===== config.mk =====
export PLATFORM = sky130hd
export DESIGN_NAME = baud_tick_gen
export DESIGN_NICKNAME = d
export VERILOG_FILES = /design/src/rtl/baud_tick_gen.sv
export SDC_FILE = /design/constraint.sdc
export NUM_CORES = 1
export LEC_CHECK = 0
export BUFFER_PORTS_ARGS = -buffer_cell sky130_fd_sc_hd__buf_4
export CORE_ASPECT_RATIO = 2
export CORE_MARGIN = 1.5
export CORE_UTILIZATION = 34
export CTS_CLUSTER_DIAMETER = 150
export DETAILED_ROUTE_END_ITERATION = 16
export SYNTH_ARGS = -nofsm -noshare
export SYNTH_HDL_FRONTEND = slang
export SYNTH_SLANG_ARGS = --single-unit

===== constraint.sdc =====
create_clock -name clk -period 2.4 [get_ports clk]
set_clock_uncertainty 0.05 [all_clocks]
set_input_delay 0.12 -clock clk [delete_from_list [all_inputs] [get_ports clk]]
set_output_delay 0.12 -clock clk [all_outputs]
set_load 0.02 [all_outputs]

===== src/rtl/baud_tick_gen.sv =====
// baud_tick_gen: oversampled baud strobe generator (sample, mid-bit, bit).
// Optional BAUD_TICK_GEN_DIV_OVR_EN adds a direct terminal-count override.
module baud_tick_gen #(
    parameter int CLK_HZ = 50_000_000,
    parameter int OVS    = 16,
    parameter int CNT_W  = 16,
    parameter int OVS_W  = $clog2(OVS)
) (
    input  logic             clk,
    input  logic             reset,
    input  logic             enable,
    input  logic [2:0]       baud_sel,
    input  logic             resync,
`ifdef BAUD_TICK_GEN_DIV_OVR_EN
    input  logic             div_ovr_sel,
    input  logic [CNT_W-1:0] div_ovr,
`endif
    output logic             sample_tick,
    output logic             mid_tick,
    output logic             bit_tick,
    output logic [OVS_W-1:0] sample_idx,
    output logic [CNT_W-1:0] div_val
);

    // Rounded divisor minus one, evaluated at elaboration only.
    function automatic logic [CNT_W-1:0] tc_calc(input longint baud);
        longint den;
        longint clk_l;
        den   = baud * longint'(OVS);
        clk_l = longint'(CLK_HZ);
        return CNT_W'((clk_l + den / 2) / den - 1);
    endfunction

    localparam logic [CNT_W-1:0] TC_300    = tc_calc(300);
    localparam logic [CNT_W-1:0] TC_1200   = tc_calc(1200);
    localparam logic [CNT_W-1:0] TC_4800   = tc_calc(4800);
    localparam logic [CNT_W-1:0] TC_9600   = tc_calc(9600);
    localparam logic [CNT_W-1:0] TC_19200  = tc_calc(19200);
    localparam logic [CNT_W-1:0] TC_38400  = tc_calc(38400);
    localparam logic [CNT_W-1:0] TC_57600  = tc_calc(57600);
    localparam logic [CNT_W-1:0] TC_115200 = tc_calc(115200);

    localparam logic [OVS_W-1:0] IDX_LAST = OVS_W'(OVS - 1);
    localparam logic [OVS_W-1:0] IDX_MID  = OVS_W'(OVS / 2 - 1);

    logic [CNT_W-1:0] cnt;
    logic [CNT_W-1:0] table_tc;
    logic [CNT_W-1:0] next_tc;

    always_comb begin
        table_tc = TC_300;
        unique case (baud_sel)
            3'd0: table_tc = TC_300;
            3'd1: table_tc = TC_1200;
            3'd2: table_tc = TC_4800;
            3'd3: table_tc = TC_9600;
            3'd4: table_tc = TC_19200;
            3'd5: table_tc = TC_38400;
            3'd6: table_tc = TC_57600;
            3'd7: table_tc = TC_115200;
        endcase
    end

    always_comb begin
        next_tc = table_tc;
`ifdef BAUD_TICK_GEN_DIV_OVR_EN
        if (div_ovr_sel)
            next_tc = div_ovr;
`endif
    end

    // Divisor only reloads while disabled so a running bit never changes rate.
    always_ff @(posedge clk or negedge reset) begin
        if (!reset) begin
            cnt         <= '0;
            sample_idx  <= '0;
            sample_tick <= 1'b0;
            mid_tick    <= 1'b0;
            bit_tick    <= 1'b0;
            div_val     <= TC_300;
        end else if (!enable) begin
            cnt         <= '0;
            sample_idx  <= '0;
            sample_tick <= 1'b0;
            mid_tick    <= 1'b0;
            bit_tick    <= 1'b0;
            div_val     <= next_tc;
        end else if (resync) begin
            cnt         <= '0;
            sample_idx  <= '0;
            sample_tick <= 1'b0;
            mid_tick    <= 1'b0;
            bit_tick    <= 1'b0;
        end else if (cnt == div_val) begin
            cnt         <= '0;
            sample_tick <= 1'b1;
            mid_tick    <= (sample_idx == IDX_MID);
            bit_tick    <= (sample_idx == IDX_LAST);
            if (sample_idx == IDX_LAST)
                sample_idx <= '0;
            else
                sample_idx <= sample_idx + OVS_W'(1);
        end else begin
            cnt         <= cnt + CNT_W'(1);
            sample_tick <= 1'b0;
            mid_tick    <= 1'b0;
            bit_tick    <= 1'b0;
        end
    end

endmodule


After elaboration in Yosys (flattened, before gate mapping):

Memory sizes are Yosys's and may differ from the RTL's. A register that Yosys moved wholly into a read port is not among the register bits.
Index checks and enable logic that the tools add are counted.

* register bits after elaboration: 39
* bits in read-only memories: 96
* input port bits: 7
* output and inout port bits: 23
* logic and storage cells: 31
* memories kept: 1

Memories
* (name not given): depth 8, bits a word 12, read ports 1, clocked after Yosys merged registers in 1, wr ports 0, line 52 `unique case (baud_sel)`

* $add $sub $neg: 2
* equal/unequal tests: 4
* multiplexer cells: 16
* reduce and logical (&&, ||, !) cells: 2

Operators by type and width (count)
* $mux W16: 3
* $add A16 B1 Y16 const B: 1
* $eq A16 B16 Y1: 1
* $mux W4: 4
* $mux W1: 9
* $add A4 B1 Y4 const B: 1
* $eq A4 B3 Y1 const B: 1
* $eq A4 B4 Y1 const B: 1
* $ne A3 B1 Y1 const B: 1
* $logic_not A1 Y1: 2

Logic depth before layout (Yosys ltp):

* depth in word-level cells: 5
* gate-level depth with buffers: 6
* depth with buffers taken out: 5

Worst setup path before layout:

No wires, ideal clock.

* kind: reg2reg
* start: reg div_val[5]
* end: reg cnt[1]
* setup time: 0.120 ns
* arrival time: 1.745 ns
* data required time: 2.230 ns
* path slack: 0.485 ns
* cell stages (with the launch flop): 6
* path buffers: 1
* period minus slack after synthesis: 1.915 ns
* path through: dfstp_2 -> xnor2_4 -> nand4_2 -> or4_4 -> buf_6 -> and3_1

* longest elaborated chain between the ends: 4

RTL lines
* start, declared: line 22 `output logic [CNT_W-1:0] div_val`
* $eq A16 B16 Y1: line 94 `end else if (cnt == div_val) begin`
* $mux W16: line 94
* $mux W16: line 88 `end else if (resync) begin`
* $mux W16: line 81 `end else if (!enable) begin`
* end signal, assigned: line 104 `cnt <= cnt + CNT_W'(1);`
* end, declared: line 46 `logic [CNT_W-1:0] cnt;`

No other way between the ends.
A chain may end at the register's enable or synchronous reset.

Final worst setup path:

* start: reg cnt[5]
* end: reg cnt[15]

* longest elaborated chain between the ends: 4
* elaborated cells on any way between the ends: 5
* classes of those cells: add/sub: 1; eq/ne: 1; mux: 3

RTL lines (line)
* $add A16 B1 Y16 or $eq A16 B16 Y1 (tied branches): 104, 94
* $mux W16 (*): 94
* $mux W16 (*): 88
* $mux W16 (*): 81

Mark *: on every way between the ends. The rest lies on a longest branch, timed or not.

==> results.toml <==
[power]
internal-power_mw = 0.9595
swShare = 0.2644
power_leakage_nw = 0.9756
ir_drop_mv = 0.4829
combPwrFrac = 0.151
pwr-share-seq = 0.493
power_density_nw_per_um2 = 574.1
p_sw_mw = 0.3449
total_power_mw = 1.304
clkPwrFrac = 0.356

[timing]
hold_viol = 0
fin_setup_tns_ns = 0
slew_viol_final = 0
period_share = 0.8237
fin_crit_ns = 1.977
rsz0062_at_grt = "no"
setup_viol = 0
fmax_ghz = 0.5058

[floorplanning]
rows = 38
pin_count = 30
core_region_area_um2 = 5468
die-width_um = 56.51
die_h_um = 110.0
dieArea_um2 = 6216
start_util = 0.3561

[critical_path]
worstRegToRegCells = 4
critPathArrivalTime_ns = 2.14
r2r_start = "cnt[5]"
critPathCaptureType = "register"
worst-setup-path-type = "register to register"
r2r_slack_ns = 0.42
required_ns = 2.56
start_kind = "register"
crit_start = "cnt[5]"
worst-path-max-fanout = 7

[min_path]
holdPathStages = 2
hold_class = "primary input to register"
min-delay-start = "baud_sel[2]"

[route]
num_vias = 1395
ant_nets = 0
dr.pass1.iters = 4
first_iter_violations = 37
drc = 0
viasPerCell = 5.036
routed_wl_mm = 4.043
wl_per_cell_um = 14.60

[logic_synthesis]
ys.flop_type = "dfrtp_1"
synth_top_cell_area_share = 0.3856
ys_ff_latch = 35
yosys_warnings = 0
synth_edf_count = 0
synth_cells = 189
netlist.top_cell.by_area = "dfrtp_1"
synth_seq_area_share = 0.4531
netlist_top_cells_area = "dfrtp_1 (39%), xnor2_1 (8.1%), dfstp_2 (6.7%)"
ys_async_sr_fraction = 1.000
ys_types = 43
postSynthAreaPerCell_um2 = 10.30
syn_area_um2 = 1947

[run_status]
status = "finished, final reports clean"

[layout]
antennaDiodeCount = 0
nets = 230
area.growth.synth_to_final_pct = 16.71
drive_gt1_frac = 0.2304

[job]
maxCapViolations = 0

[cts]
h-tree-depth = 2
clockBufferDepth = 2
cts_made_buffers = 5
cts_tree = "done"
cts_setup_buffers = 0
path_clk_slew_ns = 0.07
ctsRootBufferMaster = "clkbuf_8"
clk_latency_ns = 0.28
cts_sinks = 35

[global_routing]
grt_pass1_wl_mm = 6.768
antenna_found_initial = 0
grt_usage = 0.1455
grt_start_max_net_pins = 36
overflow = 0
first_global_vias = 1364

[placed_design]
place_hpwl_mm = 3.125
place.gp.congestion = 0.7679
portBuffers = 25
[layout by cell type (no fill, tap or decap), types with 4 or more instances in the layout]
cell type  instances
ha_1               7
nand3_1            8
a21oi_1            4
nor4_1             4
nor2_1            16
buf_4             27
clkbuf_8           7
nand2_1           21
nand4_1            6
nand2b_1           5
xnor2_1           18
o21ai_0           10
conb_1             4
dfrtp_1           30
dfstp_2            5
xor2_1             7
mux2i_1            5
[routing by layer]
layer	part of all wire	GRT usage	wire length, um	up-vias
li1	-	-	-	694
met1	0.35	0.1439	1432	673
met2	0.60	0.2832	2445	23
met3	0.021	0.02100	85	5
met4	0.020	0.07653	80	0
met5	0	0	0	-
[per-stage QoR]
stage                     instance area, um^2  hold slack (ns)    util  setup WS (ns)  cells
after global placement                   2152          0.04778  0.3936         0.4541    267
after CTS                                2272          0.02151  0.4156         0.4154    277
after floorplan                          1958          -0.2256       -         0.4849    192
after global routing                     2272          0.03745  0.4156         0.3150    277
after detailed placement                 2152          0.04387  0.3936         0.4351    267
final                                    2272          0.02793  0.4156         0.4231    277
[critical path, stage by stage (launching register included)]
cell and delay, ns:
dfrtp_1 0.56, nand4_1 0.25, nor3_1 0.42, or3b_2 0.48, a21oi_1 0.15
[flip-flops by register name (all words and copies together), names as in the netlist]
signal	count
bit_tick	1
cnt	16
div_val	12
mid_tick	1
sample_idx	4
sample_tick	1
[repair_timing]
action / in CTS / in global routing
gates resized for setup: 0 / 0
endpoints found under the hold margin: 31 / 0
hold buffers: 2 / 0
[final timing paths]
check	to
max in group asynchronous	div_val[11]
min reg2reg	div_val[11]
min in group asynchronous	cnt[8]
max	cnt[15]
max reg2reg	cnt[15]
min	div_val[11]
[logic make-up (layout without fill, tap and decap cells)]
logic type,count (synthesis),count (layout),synth area share
AOI/OAI and AO/OA,22,22,0.07906
xor gates and xnor gates,26,26,0.1266
adders and majority gates,7,7,0.04499
buffers and inverters,15,40,0.04884
DFF,35,35,0.4531
muxes,6,6,0.03149
other,1,4,0.001926
and+or+nand+nor,77,77,0.2140
[layout make-up]
type / instances / area [um^2]
inverter: 3 / 11.26
timing repair buffer: 29 / 222.7
sequential: 35 / 882.1
fill: 532 / 3196
tap: 60 / 75.07
multi-input combinational: 142 / 980.9
clock buffer: 8 / 100.1
[power groups by stage]
| stage | Sequential (mW) | Combinational, mW | Clock (mW) |
|---|---|---|---|
| floorplan | 0.675 | 0.103 | 0 |
| global placement | 0.654 | 0.197 | 0 |
| detailed placement | 0.655 | 0.198 | 0 |
| CTS | 0.644 | 0.201 | 0.477 |
| global route | 0.647 | 0.216 | 0.503 |
| finish | 0.643 | 0.198 | 0.464 |
[cell usage after synthesis, drive strengths merged (2+ instances only)]
cell type  number
dfrtp          30
nand2          21
xnor2          19
nor2           16
o21ai          10
buf             9
nand3           9
ha              7
nand4           7
xor2            7
dfstp           5
mux2i           5
nand2b          5
nor4            5
a21oi           4
nor3            4
and4            3
clkbuf          3
inv             3
and3            2
nor2b           2
o41ai           2
No activity file was read; power rests on OpenSTA's default activity.
